===== config.mk =====
export PLATFORM = sky130hd
export DESIGN_NAME = accel_motion_integrator_flat
export DESIGN_NICKNAME = d
export VERILOG_FILES = /design/src/rtl/accel_motion_integrator_if.sv /design/src/rtl/accel_motion_integrator.sv /design/src/flat_wrapper.sv
export SDC_FILE = /design/constraint.sdc
export NUM_CORES = 1
export LEC_CHECK = 0
export BUFFER_PORTS_ARGS = -buffer_cell sky130_fd_sc_hd__clkbuf_2
export CORE_UTILIZATION = 54
export CTS_BUF_LIST = sky130_fd_sc_hd__clkbuf_16
export DETAILED_ROUTE_END_ITERATION = 10
export PLACE_DENSITY_LB_ADDON = 0.2
export SLEW_MARGIN = 20
export SYNTH_ARGS = -nofsm -noshare
export SYNTH_HDL_FRONTEND = slang
export SYNTH_SLANG_ARGS = --single-unit

===== constraint.sdc =====
create_clock -name CLOCK_50 -period 3 [get_ports CLOCK_50]
set_input_delay 0.3 -clock CLOCK_50 [delete_from_list [all_inputs] [get_ports CLOCK_50]]
set_output_delay 0.3 -clock CLOCK_50 [all_outputs]
set_load 0.005 [all_outputs]

===== src/rtl/accel_motion_integrator_if.sv =====
// Command/telemetry bundle between the key decoder, the motion integrator
// and its consumers (sprite renderer, HEX speed display).
interface accel_motion_integrator_if #(
  parameter int POS_W = 9
);
  logic [1:0]       accel_i;
  logic             enable_i;
  logic signed [5:0] velocity_o;
  logic [POS_W-1:0] position_o;
  logic             tick_o;
  logic             wrap_o;
  logic             moving_o;
  logic             direction_o;

  modport master (
    output accel_i, enable_i,
    input  velocity_o, position_o, tick_o, wrap_o, moving_o, direction_o
  );

  modport slave (
    input  accel_i, enable_i,
    output velocity_o, position_o, tick_o, wrap_o, moving_o, direction_o
  );
endinterface


===== src/rtl/accel_motion_integrator.sv =====
// Frame-rate motion integrator: turns the decoded accel command into a
// saturating signed velocity with friction decay and a wrapping position.
module accel_motion_integrator #(
  parameter int TICK_DIV       = 833333,
  parameter int VEL_MAX        = 15,
  parameter int POS_W          = 9,
  parameter int POS_MAX        = 319,
  parameter int FRICTION_TICKS = 4
) (
  input logic                      CLOCK_50,
  input logic                      reset,
  accel_motion_integrator_if.slave bus
);

  localparam int CNT_W  = $clog2(TICK_DIV);
  localparam int FRIC_W = $clog2(FRICTION_TICKS + 1);
  localparam int SUM_W  = POS_W + 2;

  localparam logic [CNT_W-1:0]        CNT_LAST  = CNT_W'(TICK_DIV - 1);
  localparam logic [CNT_W-1:0]        CNT_PRE   = CNT_W'(TICK_DIV - 2);
  localparam logic [FRIC_W-1:0]       FRIC_LAST = FRIC_W'(FRICTION_TICKS - 1);
  localparam logic signed [SUM_W-1:0] POS_MAX_S = SUM_W'(POS_MAX);
  localparam logic [POS_W-1:0]        POS_SPAN  = POS_W'(POS_MAX + 1);
  localparam logic signed [5:0]       VEL_POS   = 6'(VEL_MAX);
  localparam logic signed [5:0]       VEL_NEG   = 6'(-VEL_MAX);

  typedef enum logic [1:0] {
    ACCEL_COAST = 2'b00,
    ACCEL_BACK  = 2'b01,
    ACCEL_FWD   = 2'b10,
    ACCEL_IDLE  = 2'b11
  } accelCmdT;

  logic [CNT_W-1:0]  tickCnt_q, tickCnt_d;
  logic              tick_q, tick_d;
  accelCmdT          accel_q, accel_d;
  logic [FRIC_W-1:0] fric_q, fric_d;
  logic signed [5:0] vel_q, vel_d;
  logic [POS_W-1:0]  pos_q, pos_d;
  logic              wrap_q, wrap_d;

  logic                    update;
  logic signed [SUM_W-1:0] posSum;
  logic [POS_W-1:0]        posNext;
  logic                    wrapHit;
  logic signed [5:0]       velNext;
  logic [FRIC_W-1:0]       fricNext;

  // The strobe is decoded one count early so tick itself comes straight
  // from a flop and is high exactly while the counter sits at its last value.
  always_comb begin
    tickCnt_d = (tickCnt_q == CNT_LAST) ? '0 : tickCnt_q + 1'b1;
    tick_d    = (tickCnt_q == CNT_PRE);
    accel_d   = accelCmdT'(bus.accel_i);
    update    = tick_q & bus.enable_i;
  end

  // Position advances by the velocity held before this update; the wrap
  // correction is applied modulo 2^POS_W on the low bits only.
  always_comb begin
    posSum  = $signed({2'b00, pos_q}) + SUM_W'(vel_q);
    posNext = posSum[POS_W-1:0];
    wrapHit = 1'b0;
    if (posSum[SUM_W-1]) begin
      posNext = posSum[POS_W-1:0] + POS_SPAN;
      wrapHit = 1'b1;
    end else if (posSum > POS_MAX_S) begin
      posNext = posSum[POS_W-1:0] - POS_SPAN;
      wrapHit = 1'b1;
    end
  end

  always_comb begin
    velNext  = vel_q;
    fricNext = fric_q;
    unique case (accel_q)
      ACCEL_FWD: begin
        fricNext = '0;
        if (vel_q < VEL_POS) velNext = vel_q + 6'sd1;
      end
      ACCEL_BACK: begin
        fricNext = '0;
        if (vel_q > VEL_NEG) velNext = vel_q - 6'sd1;
      end
      default: begin
        if (fric_q == FRIC_LAST) begin
          fricNext = '0;
          if (vel_q > 6'sd0)      velNext = vel_q - 6'sd1;
          else if (vel_q < 6'sd0) velNext = vel_q + 6'sd1;
        end else begin
          fricNext = fric_q + 1'b1;
        end
      end
    endcase
  end

  // A disabled tick freezes everything, including the friction count.
  always_comb begin
    vel_d  = update ? velNext  : vel_q;
    pos_d  = update ? posNext  : pos_q;
    fric_d = update ? fricNext : fric_q;
    wrap_d = update & wrapHit;
  end

  always_ff @(posedge CLOCK_50) begin
    if (reset) begin
      tickCnt_q <= '0;
      tick_q    <= 1'b0;
      accel_q   <= ACCEL_COAST;
      fric_q    <= '0;
      vel_q     <= '0;
      pos_q     <= '0;
      wrap_q    <= 1'b0;
    end else begin
      tickCnt_q <= tickCnt_d;
      tick_q    <= tick_d;
      accel_q   <= accel_d;
      fric_q    <= fric_d;
      vel_q     <= vel_d;
      pos_q     <= pos_d;
      wrap_q    <= wrap_d;
    end
  end

  assign bus.velocity_o  = vel_q;
  assign bus.position_o  = pos_q;
  assign bus.tick_o      = tick_q;
  assign bus.wrap_o      = wrap_q;
  assign bus.moving_o    = |vel_q;
  assign bus.direction_o = vel_q[5];

endmodule


===== src/flat_wrapper.sv =====
// flat-port wrapper written by rule: the top's interface ports become plain ports
module accel_motion_integrator_flat 
#(
  parameter int TICK_DIV       = 833333,
  parameter int VEL_MAX        = 15,
  parameter int POS_W          = 9,
  parameter int POS_MAX        = 319,
  parameter int FRICTION_TICKS = 4
)
  (CLOCK_50, reset, bus_accel_i, bus_enable_i, bus_velocity_o, bus_position_o, bus_tick_o, bus_wrap_o, bus_moving_o, bus_direction_o);
  accel_motion_integrator_if #(.POS_W(POS_W)) bus_i ();
  input logic CLOCK_50;
  input logic reset;
  input wire logic [$bits(bus_i.accel_i)-1:0] bus_accel_i;
  input wire logic [$bits(bus_i.enable_i)-1:0] bus_enable_i;
  output wire logic [$bits(bus_i.velocity_o)-1:0] bus_velocity_o;
  output wire logic [$bits(bus_i.position_o)-1:0] bus_position_o;
  output wire logic [$bits(bus_i.tick_o)-1:0] bus_tick_o;
  output wire logic [$bits(bus_i.wrap_o)-1:0] bus_wrap_o;
  output wire logic [$bits(bus_i.moving_o)-1:0] bus_moving_o;
  output wire logic [$bits(bus_i.direction_o)-1:0] bus_direction_o;
  assign bus_i.accel_i = bus_accel_i;
  assign bus_i.enable_i = bus_enable_i;
  assign bus_velocity_o = bus_i.velocity_o;
  assign bus_position_o = bus_i.position_o;
  assign bus_tick_o = bus_i.tick_o;
  assign bus_wrap_o = bus_i.wrap_o;
  assign bus_moving_o = bus_i.moving_o;
  assign bus_direction_o = bus_i.direction_o;
  accel_motion_integrator #(.TICK_DIV(TICK_DIV), .VEL_MAX(VEL_MAX), .POS_W(POS_W), .POS_MAX(POS_MAX), .FRICTION_TICKS(FRICTION_TICKS)) u_core (.CLOCK_50(CLOCK_50), .reset(reset), .bus(bus_i));
endmodule

==> qor.yml <==
detailed_routing:
  drc: 0
  dr_total_vias: 2518
  drt_first_iter_violations: 113
  wl_per_cell_um: 14.37
  postRouteAntennaNets: 0
  viasPerCell: 5.883
  drt_pass1_iterations: 5
  routed_wl_um: 6149
logic_synthesis:
  synth.distinct_cells: 62
  synthCells: 326
  async_flop_share_pct: 0
  synth_edf_count: 0
  ys_ff_latch: 42
  syn_nets: 352
  synth_ff_type: "dfxtp_1"
  syn-cell-area_um2: 2690
  yosysWarnings: 0
  avgSynthCellArea_um2: 8.252
  ys_seq_area_share_pct: 31.26
cells_and_area:
  area_growth_pct: 20.09
  antenna_cells: 0
  final_util_pct: 67.95
  final_area_um2: 3231
  drive_gt1_share_pct: 22.16
  final_nets: 386
clock_tree:
  numCtsBuffers: 5
  clock_latency_ns: 0.28
  hold_buffers: 0
  clock-sinks: 42
  h-tree-depth: 2
  cts-root-buf: "clkbuf_16"
  max-clock-path-buffers: 2
  cts_tree: "built"
  clk_pin_slew_ns: 0.06
setup_path:
  r2r_cells: 11
  cp_data_arrival_time_ns: 3.08
  r2r-start: "u_core.bus.position_o[0]"
  path_cells: "ha_2 -> fa_2 -> a211o_1 -> a21o_2 -> a21oi_2 -> xor2_2 -> inv_1 -> ha_2 -> mux2_4 -> a2111oi_4 -> a211oi_1"
  worstPathRequired_ns: 3.17
  cpMostUsedCell: "ha_2"
  critPathSlowestCell: "fa_2"
  cp_max_fo: 3
  r2r-end: "u_core.bus.position_o[8]"
  worstSetupEndpointType: "flop"
  critPathLaunch: "u_core.bus.position_o[0]"
  worstSetupStartpointType: "flop"
  crit_type: "flop to flop"
  max_stage_delay_ns: 0.36
  endpoint: "u_core.bus.position_o[8]"
  r2r_setup_slack_ns: 0.09
timing:
  slew_violations: 0
  fin_crit_ns: 2.914
  fmax_mhz: 343.2
  finClkSkew_ns: 0.003635
  finalHoldViolations: 0
  finalWorstSetupSlack_ns: 0.08643
  tightest_slew_ns: 0.5278
  slew_headroom_pct: 64.81
  period_share_pct: 97.12
  setup_viol: 0
  holdWs_ns: 0.2168
power_and_ir_drop:
  irDropWorstVdd_mv: 0.2778
  p_total_w: 0.001166
  powerDensity_nw_per_um2: 361.0
  leakage_nw: 1.364
placement:
  place_ws_ns: 0.03515
  dp_hpwl_um: 4287
  place_area_um2: 2955
  place_congestion: 0.9075
  io_buffer_count: 23
global_routing:
  grtUsageMet2_pct: 37.90
  antenna_found_initial: 0
  use_met3_pct: 3.591
  grt_overflow: 0
  grt_pass1_vias: 2206
  grt_pass1_wl_um: 9853
  grt_util_met1_pct: 31.88
  top_usage_layer: "met2"
  grt_usage_pct: 23.56
  grt_max_degree: 21
hold_path:
  hold_class: "primary input to flop"
run:
  drv_cap: 0
floorplan:
  die_x_um: 72.58
  rows: 25
  die_y_um: 72.58
  initial_core_util_pct: 56.58
  fp.dieArea_um2: 5268
  boundaryPins: 24
  core_um2: 4755
run_status:
  outcome: "complete, no violations"
-- metrics by stage --
step	setup TNS, ns	cells
6_report	0	428
5_1_grt	-0.06508	428
4_1_cts	0	426
3_5_place_dp	0	418
3_3_place_gp	0	418
2_1_floorplan	0	326
-- final cells by class --
cell class / count / area [µm²]
clock buffer: 5 / 125.1
clock inverter: 3 / 25.02
fill: 383 / 1524
inverter: 17 / 63.81
multi-input combinational: 254 / 1848
sequential: 42 / 842.1
tap: 67 / 83.83
timing repair buffer: 40 / 242.7
-- state kept, by name, summed over array words and instances (netlist names) --
name	count
u_core.accel_q	2
u_core.bus.position_o	9
u_core.bus.tick_o	1
u_core.bus.velocity_o	6
u_core.bus.wrap_o	1
u_core.fric_q	3
u_core.tickCnt_q	20
-- worst max-delay path, delay by kind of cell, from the launching register on --
family	cells	cell delay [ns]
compound gates	5	1.11
xor+xnor	1	0.22
fa+ha+maj	3	0.75
buf+inv	1	0.10
flops	1	0.33
mux	1	0.29
-- power by group --
part	total (W)	switching, W	leakage, nW	internal, W
Combinational	0.0000521	0.0000324	0.953	0.0000197
Sequential	0.000567	0.00000495	0.340	0.000562
Clock	0.000547	0.000234	0.0704	0.000313
Total	0.00117	0.000272	1.36	0.000895
-- per-layer routing --
layer	routed length, µm	part of all wire, %
met3	255	4.1
met4	131	2.1
met5	0	0
met1	2962	48
met2	2799	46
-- worst min path at each step --
stage                startpoint                 to  depth (start not counted)
6_report         bus_accel_i[0]  u_core.accel_q[0]                          2
5_1_grt          bus_accel_i[1]  u_core.accel_q[1]                          2
4_1_cts          bus_accel_i[0]  u_core.accel_q[0]                          2
3_5_place_dp   u_core.fric_q[1]   u_core.fric_q[1]                          2
3_3_place_gp   u_core.fric_q[1]   u_core.fric_q[1]                          2
2_1_floorplan    bus_accel_i[0]  u_core.accel_q[0]                          1
-- cell families after synthesis --
family | count (synthesis) | share of synthesized area (%)
AND/OR/NAND/NOR | 128 | 23.86
flip-flops | 42 | 31.26
adder cells (fa/ha/maj) | 21 | 10.05
multiplexers | 4 | 1.628
buffers and inverters | 30 | 4.326
AO/OA/AOI/OAI | 77 | 21.07
XOR/XNOR | 24 | 7.814
-- cell usage after synthesis (all sizes together), types with 7 or more instances --
master	instances	area, µm²
clkbuf	12	45.04
xor2	14	122.6
inv	17	63.81
o21ai	10	50.04
a21oi	18	90.09
nor3	9	50.05
or3	7	43.79
ha	20	250.2
nand3	13	65.06
xnor2	10	87.58
and3	11	68.82
a211oi	9	72.57
a21o	7	53.80
nand2	27	101.4
dfxtp	42	840.8
nor2	38	147.6
-- timing repair --
action / 4_1_cts / 5_1_grt
gates resized for setup: 0 / 19
buffers inserted: 0 / 2
endpoints found under the setup margin: 0 / 4
-- placed cells by master, fill, tap and decap left out, types with 7 or more instances in the layout --
cell | netlist | final
nand3_1 | 13 | 13
nor3_1 | 8 | 8
nor2_1 | 36 | 36
a211oi_1 | 8 | 8
nand2_1 | 27 | 27
and3_1 | 11 | 11
dfxtp_1 | 42 | 41
ha_1 | 20 | 17
a21oi_1 | 18 | 17
xor2_1 | 14 | 13
xnor2_1 | 10 | 10
inv_1 | 17 | 17
o21ai_0 | 9 | 9
buf_4 | 1 | 17
or3_1 | 7 | 7
clkbuf_2 | 0 | 23
(Power assumes the default switching activity.)
